**config.mk**
```make
export PLATFORM = sky130hd
export DESIGN_NAME = fifo_read_ctrl
export DESIGN_NICKNAME = d
export VERILOG_FILES = /design/src/rtl/fifo_read_ctrl.sv
export SDC_FILE = /design/constraint.sdc
export NUM_CORES = 1
export LEC_CHECK = 0
export CORE_MARGIN = 2
export CORE_UTILIZATION = 54
export CTS_CLUSTER_SIZE = 12
export DETAILED_ROUTE_END_ITERATION = 8
export PLACE_DENSITY = 0.85
export SETUP_SLACK_MARGIN = 0.1
export SLEW_MARGIN = 20
export SYNTH_ARGS = -nofsm -noshare
export SYNTH_HDL_FRONTEND = slang
export SYNTH_SLANG_ARGS = --single-unit
```
**constraint.sdc**
```tcl
create_clock -name clk -period 4.7 [get_ports clk]
set_input_delay 0.705 -clock clk [delete_from_list [all_inputs] [get_ports clk]]
set_output_delay 0.705 -clock clk [all_outputs]
set_load 0.1 [all_outputs]
```
**src/rtl/fifo_read_ctrl.sv**
```systemverilog
`default_nettype none
// +--------------------------------------------------------------------------+
// | Module      : fifo_read_ctrl                                             |
// | Description : Drain-side controller for a flagless shift-register FIFO.  |
// |               Mirrors FIFO occupancy from the write strobe, issues read  |
// |               strobes, catches the one-cycle-late read data in a         |
// |               2-entry output buffer and presents it as a valid/ready     |
// |               stream. Exports full/empty upstream and supports a flush   |
// |               that discards every stored word.                           |
// | Ports       : clk, rst (async, active-low)                               |
// |               fifo_enable_write (in, monitored) / fifo_enable_read (out) |
// |               fifo_value_to_read (in) : FIFO data, one cycle after read  |
// |               fifo_full / fifo_empty (out) : mirrored occupancy flags    |
// |               m_data / m_valid (out), m_ready (in) : output stream       |
// |               flush (in) / flush_done (out, one-cycle pulse)             |
// |               stat_delivered / stat_dropped (out, optional)              |
// | Options     : define FIFO_READ_CTRL_STATS_EN to add the saturating       |
// |               delivered/dropped statistics counters and their ports.     |
// | Revision    : 1.0 - initial release                                      |
// +--------------------------------------------------------------------------+
module fifo_read_ctrl #(
    parameter int DATA_W = 32,
    parameter int DEPTH  = 7,
    parameter int CNT_W  = 3
) (
    input  logic              clk,
    input  logic              rst,
    input  logic              fifo_enable_write,
    output logic              fifo_enable_read,
    input  logic [DATA_W-1:0] fifo_value_to_read,
    output logic              fifo_full,
    output logic              fifo_empty,
    output logic [DATA_W-1:0] m_data,
    output logic              m_valid,
    input  logic              m_ready,
    input  logic              flush,
    output logic              flush_done
`ifdef FIFO_READ_CTRL_STATS_EN
    ,
    output logic [15:0]       stat_delivered,
    output logic [7:0]        stat_dropped
`endif
);

    localparam logic [1:0]       c_ST_IDLE   = 2'd0;
    localparam logic [1:0]       c_ST_STREAM = 2'd1;
    localparam logic [1:0]       c_ST_FLUSH  = 2'd2;
    localparam logic [CNT_W-1:0] c_DEPTH     = CNT_W'(DEPTH);

    logic [1:0]        r_state;
    logic [1:0]        w_state_nxt;
    logic [CNT_W-1:0]  r_count;
    logic [CNT_W-1:0]  w_count_nxt;
    logic              r_inflight;
    logic [DATA_W-1:0] r_buf0;
    logic [DATA_W-1:0] r_buf1;
    logic [1:0]        r_buf_occ;

    logic w_in_flush;
    logic w_pop;
    logic w_push;
    logic w_credit_ok;
    logic w_rd;
    logic w_wr_acc;
    logic w_flush_start;
    logic w_flush_exit;

    assign w_in_flush    = (r_state == c_ST_FLUSH);
    assign w_pop         = m_valid & m_ready;
    assign w_flush_start = flush & ~w_in_flush;
    assign w_flush_exit  = w_in_flush & (r_count == '0) & ~r_inflight;

    // A read issued now lands in the buffer next cycle; it is only safe if
    // buffered + in-flight words still leave a slot after this cycle's pop.
    assign w_credit_ok = ({1'b0, r_buf_occ} + {2'b00, r_inflight}) < (3'd2 + {2'b00, w_pop});

    // Reading an empty FIFO returns garbage, so count>0 gates every read.
    // During a flush the buffer is bypassed, so reads are not credit-limited.
    assign w_rd = (r_count != '0) & (w_in_flush | w_credit_ok);

    // The FIFO keeps a write that arrives while full if it is read in the
    // same cycle, so acceptance mirrors that.
    assign w_wr_acc    = fifo_enable_write & ((r_count < c_DEPTH) | w_rd);
    assign w_count_nxt = r_count + CNT_W'(w_wr_acc) - CNT_W'(w_rd);

    // Returned data is dropped while flushing and in the cycle flush starts.
    assign w_push = r_inflight & ~w_in_flush & ~w_flush_start;

    always_ff @(posedge clk or negedge rst) begin
        if (!rst) begin
            r_state    <= c_ST_IDLE;
            r_count    <= '0;
            r_inflight <= 1'b0;
        end else begin
            r_state    <= w_state_nxt;
            r_count    <= w_count_nxt;
            r_inflight <= w_rd;
        end
    end

    always_comb begin
        w_state_nxt      = r_state;
        fifo_enable_read = w_rd;
        fifo_full        = (r_count == c_DEPTH);
        fifo_empty       = (r_count == '0);
        m_valid          = (r_buf_occ != 2'd0) & ~w_in_flush;
        m_data           = r_buf0;
        flush_done       = 1'b0;
        case (r_state)
            c_ST_IDLE: begin
                if (flush) begin
                    w_state_nxt = c_ST_FLUSH;
                end else if ((r_count != '0) || (r_buf_occ != 2'd0)) begin
                    w_state_nxt = c_ST_STREAM;
                end
            end
            c_ST_STREAM: begin
                if (flush) begin
                    w_state_nxt = c_ST_FLUSH;
                end else if ((r_count == '0) && !r_inflight && (r_buf_occ == 2'd0)) begin
                    w_state_nxt = c_ST_IDLE;
                end
            end
            c_ST_FLUSH: begin
                if (w_flush_exit) begin
                    w_state_nxt = c_ST_IDLE;
                    flush_done  = 1'b1;
                end
            end
            default: w_state_nxt = c_ST_IDLE;
        endcase
    end

    // Two-entry output buffer; r_buf0 is always the head.
    always_ff @(posedge clk or negedge rst) begin
        if (!rst) begin
            r_buf0    <= '0;
            r_buf1    <= '0;
            r_buf_occ <= 2'd0;
        end else if (w_flush_start || w_in_flush) begin
            r_buf_occ <= 2'd0;
        end else begin
            case ({w_push, w_pop})
                2'b10: begin
                    if (r_buf_occ == 2'd0) begin
                        r_buf0 <= fifo_value_to_read;
                    end else begin
                        r_buf1 <= fifo_value_to_read;
                    end
                    r_buf_occ <= r_buf_occ + 2'd1;
                end
                2'b01: begin
                    r_buf0    <= r_buf1;
                    r_buf_occ <= r_buf_occ - 2'd1;
                end
                2'b11: begin
                    if (r_buf_occ == 2'd1) begin
                        r_buf0 <= fifo_value_to_read;
                    end else begin
                        r_buf0 <= r_buf1;
                        r_buf1 <= fifo_value_to_read;
                    end
                end
                default: ;
            endcase
        end
    end

`ifdef FIFO_READ_CTRL_STATS_EN
    logic [15:0] r_stat_delivered;
    logic [7:0]  r_stat_dropped;

    always_ff @(posedge clk or negedge rst) begin
        if (!rst) begin
            r_stat_delivered <= '0;
            r_stat_dropped   <= '0;
        end else if (w_flush_exit) begin
            r_stat_delivered <= '0;
            r_stat_dropped   <= '0;
        end else begin
            if (w_pop && (r_stat_delivered != '1)) begin
                r_stat_delivered <= r_stat_delivered + 16'd1;
            end
            if (fifo_enable_write && (r_count == c_DEPTH) && !w_rd && (r_stat_dropped != '1)) begin
                r_stat_dropped <= r_stat_dropped + 8'd1;
            end
        end
    end

    assign stat_delivered = r_stat_delivered;
    assign stat_dropped   = r_stat_dropped;
`endif

endmodule
`default_nettype wire

```
==> flow_summary.json, run 1 <==
{
  "critPathBufInv": 1,
  "h-tree-depth": 3,
  "cp.arrival_ns": 2.51,
  "area_growth_pct": 28.3,
  "min_period_ns": 3.22,
  "setup_ws_ns": 1.48,
  "grt_max_degree": 73,
  "setup.worst_path.end_class": "output port",
  "synth-seq-area-share_pct": 55.1,
  "grt_use_total_pct": 19.7,
  "die_x_um": 81.8,
  "preCtsSetupSlack_ns": 1.84,
  "fmax_mhz": 311,
  "rsz0062_at_grt": "false",
  "drt.antenna.violating_nets": 0,
  "drive_above_1_share_pct": 16.3,
  "cts_root_buf": "clkbuf_8",
  "pin_count": 74,
  "die_h_um": 81.8,
  "grt_pass1_vias": 2091,
  "use_met3_pct": 4.73,
  "dp_hpwl_um": 3900,
  "firstDrtPassIters": 4,
  "worstSetupPathType": "flop to output port",
  "synth.net_count": 307,
  "final_cell_mix": "dfrtp_1 (72), clkdlybuf4s50_1 (71), nand2_1 (36)",
  "slowest_stage": "clkdlybuf4s50_1",
  "fin_setup_tns_ns": 0,
  "slew_viol_final": 0,
  "setup_viol": 0,
  "finalClockSkew_ns": 0.00725,
  "clk_latency_ns": 0.34,
  "overflow": 0,
  "relSlewSlack_pct": 29.6,
  "nets": 377,
  "synth_cells": 263,
  "routedWlPerCell_um": 14.6,
  "initial_core_util_pct": 55.6,
  "critPathLaunchType": "flop",
  "clk_pin_slew_ns": 0.07,
  "netlist_area_mm2": 0.00327,
  "wl_um": 6030,
  "reg2regPathDepth": 9,
  "met2_usage_pct": 30.2,
  "status": "completed",
  "synth.avg_cell_area_um2": 12.4,
  "drt_iter0_markers": 107,
  "grt_first_pass_wirelength_um": 9800,
  "cts_buffers": 9,
  "clockBufferDepth": 2,
  "die_area_mm2": 0.00670,
  "antenna_found_initial": 0,
  "hold_buffers": 0,
  "crit_cells": 3,
  "num_vias": 2175,
  "rows": 28,
  "core_area_mm2": 0.00589,
  "required_ns": 3.99,
  "cts.sinks": 72,
  "grt.busiest_layer": "met2",
  "min_period_over_period_pct": 68.4,
  "post_cts_buffers": 0,
  "layout_commonest_cell": "dfrtp_1",
  "cts_resized": 0,
  "tightest_slew_ns": 1.06,
  "drv_cap": 0,
  "io_buffers": 73,
  "hold_violations": 0,
  "yosysWarningCount": 0,
  "drcViolationCount": 0,
  "hp-class": "input pin to async pin",
  "crit_path_max_fanout": 4,
  "cts_tree": "built",
  "synth-seq-cells": 72,
  "cpPeakStageDelay_ns": 1.15,
  "num_antenna_cells": 0,
  "use_met1_pct": 26.4,
  "path_cells": "or3_1, nor3_1, clkdlybuf4s50_1",
  "viasPerCell": 5.27,
  "critPathTopFamily": "buffers and inverters",
  "synth_cell_type_count": 31,
  "place.gp.congestion": 0.720
}
-- layer usage --
layer | vias up | part of all wire [%]
met4 | 0 | 1.4
li1 | 1051 | -
met3 | 10 | 5.8
met1 | 1047 | 46
met2 | 67 | 47
met5 | - | 0
-- worst paths after layout --
| check | slack [ns] | endpoint | from |
|---|---|---|---|
| min in group clk | 0.48 | m_data[1] | m_data[1] |
| max | 1.48 | flush_done | r_count[1] |
| max in group asynchronous | 3.64 | r_buf_occ[1] | rst |
| max reg2reg | 2.13 | r_count[2] | r_inflight |
| min reg2reg | 0.48 | m_data[1] | m_data[1] |
| min | 0.48 | r_buf1[29] | rst |
-- final cells by class --
cell class | instances | area (um2)
repair buffers | 74 | 733
clock buffers | 10 | 128
clock inverters | 6 | 108
fillers | 434 | 1690
flip-flops and latches | 72 | 1800
well taps | 75 | 93.8
multi-input cells | 168 | 1300
inverters | 8 | 30.0
-- synth_stat cells (all sizes together) --
cell / number / area share (%)
inv: 8 / 0.92
a211oi: 2 / 0.46
xor2: 1 / 0.27
buf: 13 / 3.9
a21oi: 1 / 0.15
a311oi: 1 / 0.27
and3: 1 / 0.19
fa: 1 / 0.61
mux2i: 33 / 10
a2111oi: 1 / 0.84
nand2b: 3 / 1.0
ha: 6 / 2.3
nor3: 4 / 0.61
clkbuf: 2 / 0.23
dfrtp: 72 / 55
xnor2: 2 / 0.54
mux2: 32 / 11
a211o: 1 / 0.31
and2b: 1 / 0.31
o21ai: 36 / 5.5
nor2: 3 / 0.34
or3: 1 / 0.19
nand2: 37 / 4.5
a311o: 1 / 0.34
-- sequential cells by signal (all words and copies together), names as in the netlist --
| register | cells |
|---|---|
| r_buf_occ | 2 |
| m_data | 32 |
| r_count | 3 |
| r_buf1 | 32 |
| r_inflight | 1 |
| r_state | 2 |
-- kinds of logic after synthesis --
family / Yosys count / synth area share [%]
xor+xnor: 3 / 0.804
mux: 65 / 21.1
fa+ha+maj: 7 / 2.91
buf+inv: 23 / 5.05
simple gates: 50 / 7.15
flops: 72 / 55.1
compound gates: 43 / 7.88
-- through the flow --
stage	utilization [%]	instance area, um2	instances	hold WS (ns)
floorplan	-	3270	263	0.409
global placement	67.3	3960	397	0.461
detailed placement	67.3	3960	397	0.472
CTS	71.3	4200	413	0.488
global route	71.3	4200	413	0.510
finish	71.3	4200	413	0.480
Power of run 1 is not shown: default switching activity piles up to over one toggle a cycle in this logic, so the estimate is an artifact.
==> run 2, diff against run 1 <==
--- a/config.mk
+++ b/config.mk
@@ -6,10 +6,10 @@
 export NUM_CORES = 1
 export LEC_CHECK = 0
 export CORE_MARGIN = 2
-export CORE_UTILIZATION = 54
+export CORE_UTILIZATION = 50
 export CTS_CLUSTER_SIZE = 12
 export DETAILED_ROUTE_END_ITERATION = 8
-export PLACE_DENSITY = 0.85
+export PLACE_DENSITY = 0.8
 export SETUP_SLACK_MARGIN = 0.1
 export SLEW_MARGIN = 20
 export SYNTH_ARGS = -nofsm -noshare
==> constraint.sdc (replaced) <==
create_clock -name clk -period 3.37 [get_ports clk]
set_input_delay 0.5055 -clock clk [delete_from_list [all_inputs] [get_ports clk]]
set_output_delay 0.5055 -clock clk [all_outputs]
set_load 0.1 [all_outputs]
==> flow_summary.json, run 2 (synthesis gave the netlist of run 1 again) <==
{
  "reg2regPathDepth": 9,
  "place.gp.congestion": 0.737,
  "tightest_slew_ns": 1.06,
  "area_growth_pct": 27.9,
  "die_area_mm2": 0.00720,
  "setup.worst_path.end_class": "output port",
  "routedWlPerCell_um": 14.3,
  "rsz0062_at_grt": "false",
  "fmax_mhz": 378,
  "cts_root_buf": "clkbuf_8",
  "hp-class": "input pin to async pin",
  "grt_pass1_vias": 2264,
  "pin_count": 74,
  "worstReg2RegStart": "r_inflight",
  "cts_resized": 0,
  "firstDrtPassIters": 4,
  "min_period_over_period_pct": 78.6,
  "viasPerCell": 5.17,
  "dp.cells": 399,
  "hold_buffers": 0,
  "dp_hpwl_um": 3900,
  "critPathLaunchType": "flop",
  "hold_violations": 0,
  "grt_first_pass_wirelength_um": 10400,
  "die_h_um": 84.9,
  "required_ns": 2.86,
  "drv_cap": 0,
  "grt_use_total_pct": 18.2,
  "post_cts_buffers": 0,
  "cts_buffers": 9,
  "nets": 377,
  "antenna_found_initial": 0,
  "initial_core_util_pct": 51.5,
  "fillers": 480,
  "slew_viol_final": 0,
  "wl_um": 5920,
  "clockBufferDepth": 2,
  "grt_max_degree": 73,
  "layout_commonest_cell": "dfrtp_1",
  "crit_path_max_fanout": 10,
  "num_vias": 2147,
  "min_period_ns": 2.65,
  "h-tree-depth": 3,
  "rr_endpoint": "r_count[2]",
  "die_x_um": 84.9,
  "fin_cells": 415,
  "overflow": 0,
  "final_cell_mix": "dfrtp_1 (72), clkdlybuf4s50_1 (67), nand2_1 (36)",
  "endpoint": "fifo_enable_read",
  "relSlewSlack_pct": 29.0,
  "startpoint": "r_inflight",
  "clk_latency_ns": 0.34,
  "regArea_mm2": 0.00180,
  "r2r_slack_ns": 0.82,
  "cp.arrival_ns": 2.14,
  "clk_pin_slew_ns": 0.08,
  "drcViolationCount": 0,
  "core_area_mm2": 0.00635,
  "worstSetupPathType": "flop to output port",
  "num_antenna_cells": 0,
  "cts_tree": "built",
  "multi_input_area_mm2": 0.00131,
  "rows": 29,
  "drive_above_1_share_pct": 17.8,
  "io_buffers": 73,
  "fin_setup_tns_ns": 0,
  "status": "completed",
  "drt_iter0_markers": 49,
  "post-route-util_pct": 65.9,
  "drt.antenna.violating_nets": 0,
  "finalClockSkew_ns": 0.00976,
  "setup_viol": 0,
  "cts.sinks": 72
}
run 2: layout make-up:
| class | instances | area share [%] |
|---|---|---|
| Sequential cell | 72 | 43.1 |
| Multi-Input combinational cell | 168 | 31.3 |
| Timing Repair Buffer | 74 | 17.3 |
| Clock buffer | 11 | 3.38 |
| Tap cell | 77 | 2.30 |
| Clock inverter | 5 | 1.92 |
| Inverter | 8 | 0.718 |
run 2: metal layers:
metal  GRT usage (%)  part of all wire (%)  vias up
met5               0                     0        -
met4            6.78                   1.5        0
met3            5.25                   5.5       10
met2            30.7                    50       49
met1            22.4                    43     1037
li1                -                     -     1051
run 2: worst min-delay path by stage:
| stage | endpoint | cells after the start | start | slack (ns) |
|---|---|---|---|---|
| 2_1_floorplan | m_data[0] | 0 | rst | 0.21 |
| 3_3_place_gp | m_data[16] | 2 | m_data[16] | 0.46 |
| 3_5_place_dp | m_data[16] | 2 | m_data[16] | 0.47 |
| 4_1_cts | r_buf1[5] | 1 | rst | 0.31 |
| 5_1_grt | r_buf1[8] | 1 | rst | 0.35 |
| 6_report | r_buf1[8] | 1 | rst | 0.27 |
run 2: through the flow:
step           hold WS, ns  setup WS, ns  instance area, um2
3_5_place_dp         0.471         0.706                3960
5_1_grt              0.347         0.527                4180
2_1_floorplan        0.210         0.842                3280
4_1_cts              0.313         0.690                4180
3_3_place_gp         0.460         0.812                3960
6_report             0.269         0.722                4180
run 2: critical path, stage by stage (launching register included):
cell	delay [ns]
dfrtp_1	0.49
ha_1	0.25
ha_1	0.26
o21ai_0	0.08
o21ai_0	0.35
inv_1	0.11
buf_4	0.25
Power of run 2 is left out for the same reason.
==> run 3, diff against run 2 <==
==> constraint.sdc (replaced) <==
create_clock -name clk -period 2.7 [get_ports clk]
set_input_delay 0.405 -clock clk [delete_from_list [all_inputs] [get_ports clk]]
set_output_delay 0.405 -clock clk [all_outputs]
set_load 0.1 [all_outputs]
==> flow_summary.json, run 3 (synthesis gave the netlist of run 1 again) <==
{
  "layout_commonest_cell": "dfrtp_1",
  "firstDrtPassIters": 4,
  "use_met1_pct": 19.8,
  "post_cts_buffers": 0,
  "grt_first_pass_wirelength_um": 9690,
  "slew_viol_final": 0,
  "core_area_mm2": 0.00635,
  "cp.arrival_ns": 2.60,
  "drt_iter0_markers": 85,
  "clockBufferDepth": 2,
  "io_buffers": 73,
  "overflow": 0,
  "grt_use_total_pct": 17.0,
  "h-tree-depth": 3,
  "wl_um": 5770,
  "grt_max_degree": 73,
  "whs_ns": 0.182,
  "drive_above_1_share_pct": 27.4,
  "clk_pin_slew_ns": 0.08,
  "crit_path_max_fanout": 32,
  "cts.sinks": 72,
  "rows": 29,
  "pin_count": 74,
  "num_vias": 2159,
  "relSlewSlack_pct": 29.4,
  "antenna_found_initial": 0,
  "initial_core_util_pct": 51.5,
  "critPathLaunchType": "flop",
  "final_cell_mix": "dfrtp_1 (72), buf_4 (38), nand2_1 (36)",
  "dp_hpwl_um": 3810,
  "hp-class": "input pin to async pin",
  "fmax_mhz": 412,
  "viasPerCell": 5.19,
  "die_x_um": 84.9,
  "die_h_um": 84.9,
  "required_ns": 2.87,
  "min_period_ns": 2.42,
  "fin_setup_tns_ns": 0,
  "routedWlPerCell_um": 13.9,
  "grt_pass1_vias": 2172,
  "status": "completed",
  "cts_buffers": 9,
  "rsz0062_at_grt": "false",
  "drcViolationCount": 0,
  "nets": 378,
  "met2_usage_pct": 28.8,
  "area_growth_pct": 27.1,
  "cts_tree": "built",
  "setup.worst_path.end_class": "flop",
  "finalClockSkew_ns": 0.0104,
  "cts_root_buf": "clkbuf_8",
  "min_period_over_period_pct": 89.8,
  "grt.busiest_layer": "met2",
  "place.gp.congestion": 0.747,
  "drt.antenna.violating_nets": 0,
  "setup_viol": 0,
  "clk_latency_ns": 0.34,
  "die_area_mm2": 0.00720,
  "worstSetupPathType": "flop to flop",
  "use_met3_pct": 7.00,
  "tightest_slew_ns": 1.06,
  "num_antenna_cells": 0,
  "hold_violations": 0,
  "drv_cap": 0
}
==> run 3: path summary, 6_finish.rpt <==
| path | start | end | slack [ns] | cells after the start |
|---|---|---|---|---|
| max | r_buf_occ[0] | m_data[6] | 0.28 | 6 |
| min | rst | r_buf1[8] | 0.18 | 1 |
| max reg2reg | r_buf_occ[0] | m_data[6] | 0.28 | 6 |
| min reg2reg | m_data[26] | m_data[26] | 0.48 | 2 |
| max in group asynchronous | rst | r_buf1[26] | 1.94 | 1 |
| min in group clk | m_data[26] | m_data[26] | 0.48 | 2 |
==> run 3: area by class of cell <==
cell class,instances,area (um2)
Clock inverter,5,104
Clock buffer,11,141
Inverter,8,30.0
Tap cell,77,96.3
Multi-Input combinational cell,168,1310
Timing Repair Buffer,75,676
Sequential cell,72,1800
Fill cell,495,2190
==> run 3: stage by stage <==
step           setup slack (ns)  utilization, %  cells  cell area (um2)
2_1_floorplan             0.273               -    263             3280
3_3_place_gp              0.237            61.6    400             3910
3_5_place_dp              0.169            61.6    400             3910
4_1_cts                   0.176            65.5    416             4160
5_1_grt                   0.122            65.5    416             4160
6_report                  0.275            65.5    416             4160
==> run 3: repair_timing <==
| action | in CTS | in global routing |
|---|---|---|
| setup endpoints to repair | 0 | 3 |
| hold buffers | 0 | 0 |
| gates resized for setup | 0 | 1 |
==> run 3: worst max-delay path, cell delays in order, from the launching register on <==
cell	delay (ns)
dfrtp_1	0.45
inv_1	0.09
ha_1	0.29
nand2b_4	0.21
a311o_2	0.83
mux2i_1	0.29
o21ai_1	0.09
==> run 3: metal layers <==
| layer | vias to the layer above | wire length (um) |
|---|---|---|
| li1 | 1054 | - |
| met1 | 1046 | 2480 |
| met2 | 53 | 2840 |
| met3 | 6 | 391 |
| met4 | 0 | 53 |
| met5 | - | 0 |
Power of run 3 is left out for the same reason.
